## config.mk

```make
export PLATFORM = sky130hd
export DESIGN_NAME = vmcmp_accum
export DESIGN_NICKNAME = d
export VERILOG_FILES = /design/src/rtl/vmcmp_pkg.sv /design/src/rtl/vmcmp_lane_cmp.sv /design/src/rtl/vmcmp_accum.sv
export SDC_FILE = /design/constraint.sdc
export NUM_CORES = 1
export LEC_CHECK = 0
export ABC_AREA = 1
export CORE_MARGIN = 5
export CORE_UTILIZATION = 30
export CTS_CLUSTER_SIZE = 16
export DETAILED_ROUTE_END_ITERATION = 7
export GPL_TIMING_DRIVEN = 0
export PLACE_DENSITY_LB_ADDON = 0.25
export SLEW_MARGIN = 25
export SYNTH_ARGS = -nofsm -noshare
export SYNTH_HDL_FRONTEND = slang
export SYNTH_SLANG_ARGS = --single-unit
```

## constraint.sdc

```tcl
create_clock -name clk -period 28.4 [get_ports clk]
set_input_delay 5.68 -clock clk [delete_from_list [all_inputs] [get_ports clk]]
set_output_delay 5.68 -clock clk [all_outputs]
set_load 0.1 [all_outputs]
```

## src/rtl/vmcmp_pkg.sv

```systemverilog
`default_nettype none
// ============================================================================
// Module      : vmcmp_pkg
// Description : Shared opcodes, SEW encodings and helpers for the vector
//               mask-compare unit.
// Revision    : 1.0 - initial release
// ============================================================================
package vmcmp_pkg;

  localparam logic [2:0] OP_EQ  = 3'b000;
  localparam logic [2:0] OP_NE  = 3'b001;
  localparam logic [2:0] OP_LTU = 3'b010;
  localparam logic [2:0] OP_LT  = 3'b011;
  localparam logic [2:0] OP_LEU = 3'b100;
  localparam logic [2:0] OP_LE  = 3'b101;
  localparam logic [2:0] OP_GTU = 3'b110;
  localparam logic [2:0] OP_GT  = 3'b111;

  localparam logic [1:0] SEW_8  = 2'd0;
  localparam logic [1:0] SEW_16 = 2'd1;
  localparam logic [1:0] SEW_32 = 2'd2;
  localparam logic [1:0] SEW_64 = 2'd3;

  function automatic int unsigned elems_per_beat(input logic [1:0] sew, input int unsigned width);
    return width >> (3 + int'(sew));
  endfunction

  // The le/gt forms are derived from eq and lt so signedness lives in one place.
  function automatic logic cmp_result(input logic [2:0] op, input logic eq, input logic ltu,
                                      input logic lt);
    logic r;
    case (op)
      OP_EQ:   r = eq;
      OP_NE:   r = ~eq;
      OP_LTU:  r = ltu;
      OP_LT:   r = lt;
      OP_LEU:  r = ltu | eq;
      OP_LE:   r = lt | eq;
      OP_GTU:  r = ~(ltu | eq);
      default: r = ~(lt | eq);
    endcase
    return r;
  endfunction

endpackage
`default_nettype wire

```

## src/rtl/vmcmp_lane_cmp.sv

```systemverilog
`default_nettype none
// ============================================================================
// Module      : vmcmp_lane_cmp
// Description : Element-wise compare of one operand beat at SEW 8/16/32/64,
//               returning one result bit per lane (inactive lanes forced to 0).
// Revision    : 1.0 - initial release
// ============================================================================
module vmcmp_lane_cmp
  import vmcmp_pkg::*;
#(
  parameter int DATA_WIDTH = 64
) (
  input  logic [DATA_WIDTH-1:0]           vec0,
  input  logic [DATA_WIDTH-1:0]           vec1,
  input  logic [1:0]                      sew,
  input  logic [2:0]                      op_sel,
  input  logic [$clog2(DATA_WIDTH/8):0]   elem_cnt,
  output logic [DATA_WIDTH/8-1:0]         res
);

  localparam int c_lanes = DATA_WIDTH / 8;
  localparam int c_cnt_w = $clog2(c_lanes) + 1;

  logic [3:0][c_lanes-1:0] w_res_sew;
  logic [c_lanes-1:0]      w_sel;

  for (genvar s = 0; s < 4; s++) begin : g_sew
    localparam int c_ew = 8 << s;
    localparam int c_ne = DATA_WIDTH / c_ew;
    for (genvar i = 0; i < c_lanes; i++) begin : g_lane
      if (i < c_ne) begin : g_act
        logic [c_ew-1:0] w_a;
        logic [c_ew-1:0] w_b;
        logic            w_eq;
        logic            w_ltu;
        logic            w_lt;
        assign w_a   = vec0[i*c_ew +: c_ew];
        assign w_b   = vec1[i*c_ew +: c_ew];
        assign w_eq  = (w_a == w_b);
        assign w_ltu = (w_a < w_b);
        assign w_lt  = ($signed(w_a) < $signed(w_b));
        assign w_res_sew[s][i] = cmp_result(op_sel, w_eq, w_ltu, w_lt);
      end else begin : g_pad
        assign w_res_sew[s][i] = 1'b0;
      end
    end
  end

  always_comb begin
    w_sel = w_res_sew[sew];
    res   = '0;
    for (int i = 0; i < c_lanes; i++) begin
      res[i] = w_sel[i] & (c_cnt_w'(i) < elem_cnt);
    end
  end

endmodule
`default_nettype wire

```

## src/rtl/vmcmp_accum.sv

```systemverilog
`default_nettype none
// ============================================================================
// Module      : vmcmp_accum
// Description : Vector mask-compare unit; packs per-lane compare bits across
//               beats into MASK_WIDTH-bit words and emits one write per word.
// Revision    : 1.0 - initial release
// ============================================================================
module vmcmp_accum
  import vmcmp_pkg::*;
#(
  parameter int DATA_WIDTH = 64,
  parameter int MASK_WIDTH = 64,
  parameter int ADDR_WIDTH = 32,
  parameter int OUT_STAGES = 0
) (
  input  logic                          clk,
  input  logic                          rst,
  input  logic                          in_valid,
  input  logic                          in_first,
  input  logic                          in_last,
  input  logic [ADDR_WIDTH-1:0]         in_addr,
  input  logic [DATA_WIDTH-1:0]         in_vec0,
  input  logic [DATA_WIDTH-1:0]         in_vec1,
  input  logic [1:0]                    in_sew,
  input  logic [2:0]                    in_opSel,
  input  logic [$clog2(DATA_WIDTH/8):0] in_elem_cnt,
  output logic                          out_valid,
  output logic [ADDR_WIDTH-1:0]         out_addr,
  output logic [MASK_WIDTH-1:0]         out_vec,
  output logic [MASK_WIDTH/8-1:0]       out_be
);

  localparam int c_lanes   = DATA_WIDTH / 8;
  localparam int c_cnt_w   = $clog2(c_lanes) + 1;
  localparam int c_ptr_w   = $clog2(MASK_WIDTH) + 1;
  localparam int c_be_w    = MASK_WIDTH / 8;
  localparam int c_widx_sh = $clog2(c_be_w);

  // Input capture stage
  logic                  r0_valid, r0_first, r0_last;
  logic [ADDR_WIDTH-1:0] r0_addr;
  logic [DATA_WIDTH-1:0] r0_vec0, r0_vec1;
  logic [1:0]            r0_sew;
  logic [2:0]            r0_op;
  logic [c_cnt_w-1:0]    r0_cnt;

  always_ff @(posedge clk or posedge rst) begin
    if (rst) begin
      r0_valid <= 1'b0;
      r0_first <= 1'b0;
      r0_last  <= 1'b0;
      r0_addr  <= '0;
      r0_vec0  <= '0;
      r0_vec1  <= '0;
      r0_sew   <= '0;
      r0_op    <= '0;
      r0_cnt   <= '0;
    end else begin
      r0_valid <= in_valid;
      r0_first <= in_valid & in_first;
      r0_last  <= in_valid & in_last;
      r0_addr  <= in_valid ? in_addr     : '0;
      r0_vec0  <= in_valid ? in_vec0     : '0;
      r0_vec1  <= in_valid ? in_vec1     : '0;
      r0_sew   <= in_valid ? in_sew      : '0;
      r0_op    <= in_valid ? in_opSel    : '0;
      r0_cnt   <= in_valid ? in_elem_cnt : '0;
    end
  end

  logic [c_lanes-1:0] w_cmp;

  vmcmp_lane_cmp #(
    .DATA_WIDTH (DATA_WIDTH)
  ) u_lane_cmp (
    .vec0     (r0_vec0),
    .vec1     (r0_vec1),
    .sew      (r0_sew),
    .op_sel   (r0_op),
    .elem_cnt (r0_cnt),
    .res      (w_cmp)
  );

  // Accumulation state
  logic [MASK_WIDTH-1:0] r_acc;
  logic [c_ptr_w-1:0]    r_ptr;
  logic [ADDR_WIDTH-1:0] r_widx;
  logic [ADDR_WIDTH-1:0] r_base;

  logic [MASK_WIDTH-1:0] w_acc_in, w_merged;
  logic [c_ptr_w-1:0]    w_ptr_in, w_ptr_sum, w_ptr_final, w_nbytes;
  logic [ADDR_WIDTH-1:0] w_widx_in, w_base_in, w_addr;
  logic [c_be_w-1:0]     w_be;
  logic                  w_full, w_done;

  // A first beat restarts the instruction before its own bits are merged.
  always_comb begin
    w_acc_in    = r0_first ? '0      : r_acc;
    w_ptr_in    = r0_first ? '0      : r_ptr;
    w_widx_in   = r0_first ? '0      : r_widx;
    w_base_in   = r0_first ? r0_addr : r_base;
    w_merged    = w_acc_in | (MASK_WIDTH'(w_cmp) << w_ptr_in);
    w_ptr_sum   = w_ptr_in + c_ptr_w'(r0_cnt);
    w_full      = (w_ptr_sum >= c_ptr_w'(MASK_WIDTH));
    w_ptr_final = w_full ? c_ptr_w'(MASK_WIDTH) : w_ptr_sum;
    w_done      = r0_valid & (w_full | r0_last);
    w_nbytes    = (w_ptr_final + c_ptr_w'(7)) >> 3;
    w_be        = ~({c_be_w{1'b1}} << w_nbytes);
    w_addr      = w_base_in + (w_widx_in << c_widx_sh);
  end

  always_ff @(posedge clk or posedge rst) begin
    if (rst) begin
      r_acc  <= '0;
      r_ptr  <= '0;
      r_widx <= '0;
      r_base <= '0;
    end else if (r0_valid) begin
      r_base <= w_base_in;
      if (w_done) begin
        r_acc  <= '0;
        r_ptr  <= '0;
        r_widx <= r0_last ? '0 : (w_widx_in + ADDR_WIDTH'(1));
      end else begin
        r_acc  <= w_merged;
        r_ptr  <= w_ptr_sum;
        r_widx <= w_widx_in;
      end
    end
  end

  // Output register: zero whenever no word is being written
  logic                  r_ovalid;
  logic [ADDR_WIDTH-1:0] r_oaddr;
  logic [MASK_WIDTH-1:0] r_ovec;
  logic [c_be_w-1:0]     r_obe;

  always_ff @(posedge clk or posedge rst) begin
    if (rst) begin
      r_ovalid <= 1'b0;
      r_oaddr  <= '0;
      r_ovec   <= '0;
      r_obe    <= '0;
    end else begin
      r_ovalid <= w_done;
      r_oaddr  <= w_done ? w_addr   : '0;
      r_ovec   <= w_done ? w_merged : '0;
      r_obe    <= w_done ? w_be     : '0;
    end
  end

  if (OUT_STAGES == 0) begin : g_no_pipe
    assign out_valid = r_ovalid;
    assign out_addr  = r_oaddr;
    assign out_vec   = r_ovec;
    assign out_be    = r_obe;
  end else begin : g_pipe
    logic [OUT_STAGES-1:0] r_pv;
    logic [ADDR_WIDTH-1:0] r_pa [OUT_STAGES];
    logic [MASK_WIDTH-1:0] r_pd [OUT_STAGES];
    logic [c_be_w-1:0]     r_pb [OUT_STAGES];

    always_ff @(posedge clk or posedge rst) begin
      if (rst) begin
        r_pv <= '0;
        for (int k = 0; k < OUT_STAGES; k++) begin
          r_pa[k] <= '0;
          r_pd[k] <= '0;
          r_pb[k] <= '0;
        end
      end else begin
        r_pv[0] <= r_ovalid;
        r_pa[0] <= r_oaddr;
        r_pd[0] <= r_ovec;
        r_pb[0] <= r_obe;
        for (int k = 1; k < OUT_STAGES; k++) begin
          r_pv[k] <= r_pv[k-1];
          r_pa[k] <= r_pa[k-1];
          r_pd[k] <= r_pd[k-1];
          r_pb[k] <= r_pb[k-1];
        end
      end
    end

    assign out_valid = r_pv[OUT_STAGES-1];
    assign out_addr  = r_pa[OUT_STAGES-1];
    assign out_vec   = r_pd[OUT_STAGES-1];
    assign out_be    = r_pb[OUT_STAGES-1];
  end

endmodule
`default_nettype wire
```

=== After elaboration in Yosys (flattened, before gate mapping) ===
Cells that the tools add are included.

* Bits in registers: 412
* Output and inout bits: 105
* Latch bits: 0
* Memories kept: 0
* Word-level logic and storage cells: 209
* RAM bits: 0
* Bits in read-only memories: 0
* Input bits: 174

* Add/subtract/negate cells: 4
* Bitwise gates (word level): 89
* Shift-type cells: 2
* Equal/unequal tests: 21
* $mul: 0
* Muxes and demuxes: 35
* Div/mod/pow operators: 0
* Reductions and logical operators: 1
* Order comparisons: 40

{| class="wikitable"
|+ Operator list
! operator !! number
|-
| $mux W64 || 5
|-
| $mux W32 || 6
|-
| $lt A16 B16 Y1 || 8
|-
| $lt A32 B32 Y1 || 4
|-
| $lt A64 B64 Y1 || 2
|-
| $lt A8 B8 Y1 || 16
|-
| $pmux W1 S7 || 15
|-
| $eq A16 B16 Y1 || 4
|-
| $eq A32 B32 Y1 || 2
|-
| $eq A64 B64 Y1 || 1
|-
| $eq A8 B8 Y1 || 8
|-
| $or A64 B64 Y64 || 1
|-
| $shl A8 B7 Y64 || 1
|-
| $not A1 Y1 || 45
|-
| $add A32 B1 Y32 const B || 1
|-
| $add A32 B32 Y32 || 1
|-
| $or A1 B1 Y1 || 31
|-
| $mux W7 || 3
|-
| $bmux W8 S2 || 1
|-
| $lt A3 B4 Y1 const A || 4
|-
| $mux W8 || 2
|-
| $and A1 B1 Y1 || 11
|-
| $eq A3 B3 Y1 const B || 3
|-
| $lt A1 B4 Y1 const A || 2
|-
| 13 further kinds || 15
|}

=== Logic depth before layout (Yosys ltp) ===
* Word-level depth: 10
* Mapped depth: 31
* Mapped depth without buffers: 31

=== Cells and area by module ===
From an unflattened synthesis, not the netlist that was laid out.

* Cell total of the unflattened synthesis: 2997
* Area, all modules: 22392.7 um^2

{| class="wikitable"
|+ By module, submodules not included
! module !! cells each !! instances !! area an instance (um^2) !! sequential area each (um^2)
|-
| vmcmp_accum || 2397 || 1 || 19084.6 || 10234.8
|-
| vmcmp_lane_cmp || 600 || 1 || 3308.2 || 0.0
|}

=== Least setup slack after synthesis ===
No wires, ideal clock.

* Path kind: input to register
* Start point: input in_valid
* End point: register r0_cnt[0]
* Stages: 5
* Arrival time: 6.570 ns
* Setup slack: 21.766 ns
* Setup time: 0.064 ns
* Path buffers: 3
* Data required time: 28.336 ns
* Cell sequence: clkbuf_1 clkbuf_1 clkbuf_1 nand2_1 inv_1

* Longest elaborated chain between the ends: 1

{| class="wikitable"
|+ Ends and longest elaborated chain
! element !! RTL line !! RTL
|-
| from (decl) || vmcmp_accum.sv:18 || <nowiki>input logic in_valid,</nowiki>
|-
| $mux W4 || vmcmp_accum.sv:67 || <nowiki>r0_cnt <= in_valid ? in_elem_cnt : '0;</nowiki>
|-
| to (signal assigned) || vmcmp_accum.sv:67 ||
|-
| to (decl) || vmcmp_accum.sv:45 || <nowiki>logic [c_cnt_w-1:0] r0_cnt;</nowiki>
|}

No other way between the ends.
A chain may end at the register's enable or synchronous reset.

=== Worst setup path in the final report ===
* Start point: register r_obe[4], in the netlist out_be[4]
* End point: output out_be[4]

{| class="wikitable"
|+ RTL lines
! element !! RTL line !! RTL
|-
| from (decl) || vmcmp_accum.sv:136 || <nowiki>logic [c_be_w-1:0] r_obe;</nowiki>
|-
| from (signal assigned) || vmcmp_accum.sv:148 || <nowiki>r_obe <= w_done ? w_be : '0;</nowiki>
|-
| to (decl) || vmcmp_accum.sv:30 || <nowiki>output logic [MASK_WIDTH/8-1:0] out_be</nowiki>
|}

No word-level cell between the ends.

==> key figures <==
Synthesis
  • Largest area contributor in the netlist: dfrtp_1
  • Synth top cells by count: nand2_1, inv_1, dfrtp_1, a21oi_1, nor2_1
  • FFs w/ async S/R, synth: 100.0%
  • Synth warn: 0
  • FF+latch count, synth: around 410
  • Yosys cell types: 63
  • Main area contributors after synthesis: dfrtp_1, nand2_1, inv_1
  • Most common cell in the netlist: nand2_1
  • Post-synthesis sequential area ratio: 47.56%
  • Net Count, Synth: around 3.0k
  • Synth top area share: a little under half
  • Cell area after synthesis: approximately 22000 sq um
  • Mean post-synth cell area: about 7.8 sq um
  • Main synth FF type: dfrtp_1
  • EDFF count, synth: 0
  • Mapped Cells: about 2.7k

Clock tree
  • CTS Sinks: around 410
  • Num CTS Buffers: 48
  • Hold-fix buffers, CTS: 0
  • CTS resizes: 0
  • CTS Buffer Depth: 3
  • Clk_lat worst skew: 0.60 ns
  • H-Tree Depth: 2
  • Post-CTS Setup Bufs: 0
  • Clk root buf: clkbuf_16
  • TritonCTS clock tree: done
  • Clock slew at reported path FFs: roughly 0.060 ns

Final layout
  • Fill cell count: approximately 7.5k
  • Register Area: a little over 10000 sq um
  • Share of cells above drive strength 1: ~6.4%
  • Area grow syn2layout: 26.78%
  • Multi-input logic area: 9076 sq um
  • Final Util: between 30% and 40%
  • Layout Nets: between 3k and 4k

Detailed routing
  • Antenna Violating Nets Remaining: 0
  • Routed WL per cell: between 15 and 20 microns
  • Routed wire length: around 66 mm
  • 1st-iter DRT viols: 1164
  • # DRC: 0
  • Vias per cell: roughly 4.6
  • DR pass1 iterations: 5
  • Via count: between 15k and 20k

Die
  • Chip Height: between 200 and 300 microns
  • # IOs: between 200 and 300
  • Row count: between 90 and 100
  • Placeable Area: 71360 sq um
  • Width of the chip: around 280 microns
  • Die area: roughly 77000 sq um
  • Starting density of the core: roughly 30%

Worst setup path
  • Crit. End Element: primary output
  • Critical path type: reg -> out
  • Critical path, cell by cell: clkdlybuf4s50_1
  • Worst EP arrival: about 2.1 ns
  • CP delay by family, top: buffers and inverters
  • Slowest cell on the critical path: clkdlybuf4s50_1
  • CP startpoint: out_be[4]$_DFF_PP0_
  • CP Launch Type: flop
  • Critical path buffers and inverters: 1
  • Crit-path max cell delay: ~1.2 ns
  • Worst-path maximum fanout: 1
  • Worst EP required: 22.72 ns
  • FF-to-FF Start: r0_first$_DFF_PP0_

STA
  • Fin. Hold Viols: 0
  • RSZ-0062 raised after global routing: no
  • Setup TNS: 0 ns
  • Final count of negative-setup-slack endpoints: 0
  • Rel. slew slack: 29.28%
  • Period utilisation layout: between 20% and 30%
  • Pin slew with the least headroom to its limit: ~1.1 ns
  • Crit path time final: 7.797 ns
  • Peak Freq: ~130 MHz
  • Max Transition Viols Final: 0
  • Clock skew: roughly 0.040 ns

GRT
  • Total gr overflow: 0
  • Gr usage total: 16.81%
  • Vias in the first global route: ~18k
  • Global-route wire length before repair: just over 100 mm
  • Initial antenna violation count: 6
  • Pin count of the biggest net entering global routing: 94

Pwr
  • Static leakage: 14.10 nW
  • Cell Pwr Density: around 57 nW/um^2
  • Max VDD drop: ~45 uV

Job
  • Max Cap Viol: 0

Worst hold path
  • HP Start: r_acc[16]$_DFFE_PP0P_
  • Worst Hold Class: reg -> reg

Placement
  • Global placer's final weighted congestion: 0.8795
  • DP HPWL: approximately 50 mm
  • IO buf count: 278

Status
  • Status: complete, no violations
-- power by group --
group	internal, W	switching (W)
Sequential	0.000615	0.0000139
Combinational	0.0000916	0.000191
Clock	0.000388	0.000259
-- through the flow --
step           hold WS [ns]  instance area, sq um   power, W  worst slack (ns)  cells
3_5_place_dp         0.4651                 25620  0.0009233             20.23   3981
5_1_grt              0.4963                 27280   0.001640             20.55   4071
4_1_cts              0.4825                 27270   0.001583             20.55   4067
3_3_place_gp         0.4616                 25490  0.0009195             5.596   3976
2_1_floorplan        0.4478                 21520  0.0008240             11.34   2748
6_report             0.4791                 27280   0.001558             20.60   4072
-- sequential cells by signal, indices dropped and copies added (netlist names), 2 cells and up --
signal / count
r0_cnt: 4
r0_addr: 32
r0_vec1: 64
r0_op: 3
r0_sew: 2
r_base: 32
r_ptr: 7
r_acc: 64
out_addr: 32
r0_vec0: 64
out_vec: 64
out_be: 8
r_widx: 29
-- cell type report --
type                    count  area share, %
diodes                      5        0.04587
inverters                 475          6.572
multi-input cells        1768          33.27
repair buffers            283          10.65
well taps                 950          4.357
plain buffers              96          1.546
clock buffers              62          4.889
flip-flops and latches    409          37.52
clock inverters            24          1.156
-- metal layers --
layer | wire [microns] | GRT usage (%) | vias up | part of all wire, %
met5 | 0 | 0 | - | 0
met1 | 30280 | 23.25 | 8793 | 46
met2 | 30860 | 27.70 | 425 | 47
li1 | - | - | 9281 | -
met4 | 1199 | 3.842 | 0 | 1.8
met3 | 3420 | 2.954 | 66 | 5.2
-- kinds of logic after synthesis --
family | count (synthesis) | synth area share, %
xor+xnor | 30 | 1.256
flops | 409 | 47.56
mux | 1 | 0.04652
simple gates | 1204 | 23.80
compound gates | 427 | 10.84
buf+inv | 571 | 10.26
fa+ha+maj | 106 | 6.233
-- cells in the final DEF (no fill, tap or decap), types with 5 or more instances in the layout --
cell type and n:
dfrtp_1 409, clkbuf_1 60, buf_1 9, nor2_2 11, and2_1 11, o21a_1 5, xnor2_1 7, a31oi_1 6
a22oi_1 6, o21ai_0 140, a21oi_1 167, o211ai_1 8, nand2_1 830, o22ai_1 20, nand4_1 19, nand3_2 7
bufinv_16 6, ha_1 104, clkdlybuf4s50_1 278, inv_1 455, o21bai_1 6, inv_2 15, clkbuf_8 8, inv_6 5
a211oi_1 6, clkbuf_16 48, xor2_1 22, nand3_1 115, o21ai_1 42, clkinv_2 6, diode_2 5, clkinvlp_4 6
nand2_2 12, nor2_1 149, nor3_1 11, nand4_2 10, buf_2 28
-- final timing paths --
kind                                     endpoint  slack [ns]  cells past startpoint
setup / recovery                        out_be[4]       20.60                      1
hold / removal              r_acc[16]$_DFFE_PP0P_        0.48                      2
setup reg to reg           out_addr[28]$_DFF_PP0_       22.24                     23
hold reg to reg             r_acc[16]$_DFFE_PP0P_        0.48                      2
max in group asynchronous  out_addr[15]$_DFF_PP0_       21.12                      5
min in group asynchronous   r0_vec1[51]$_DFF_PP0_        5.59                      2
No activity file was read; power rests on OpenSTA's default activity.
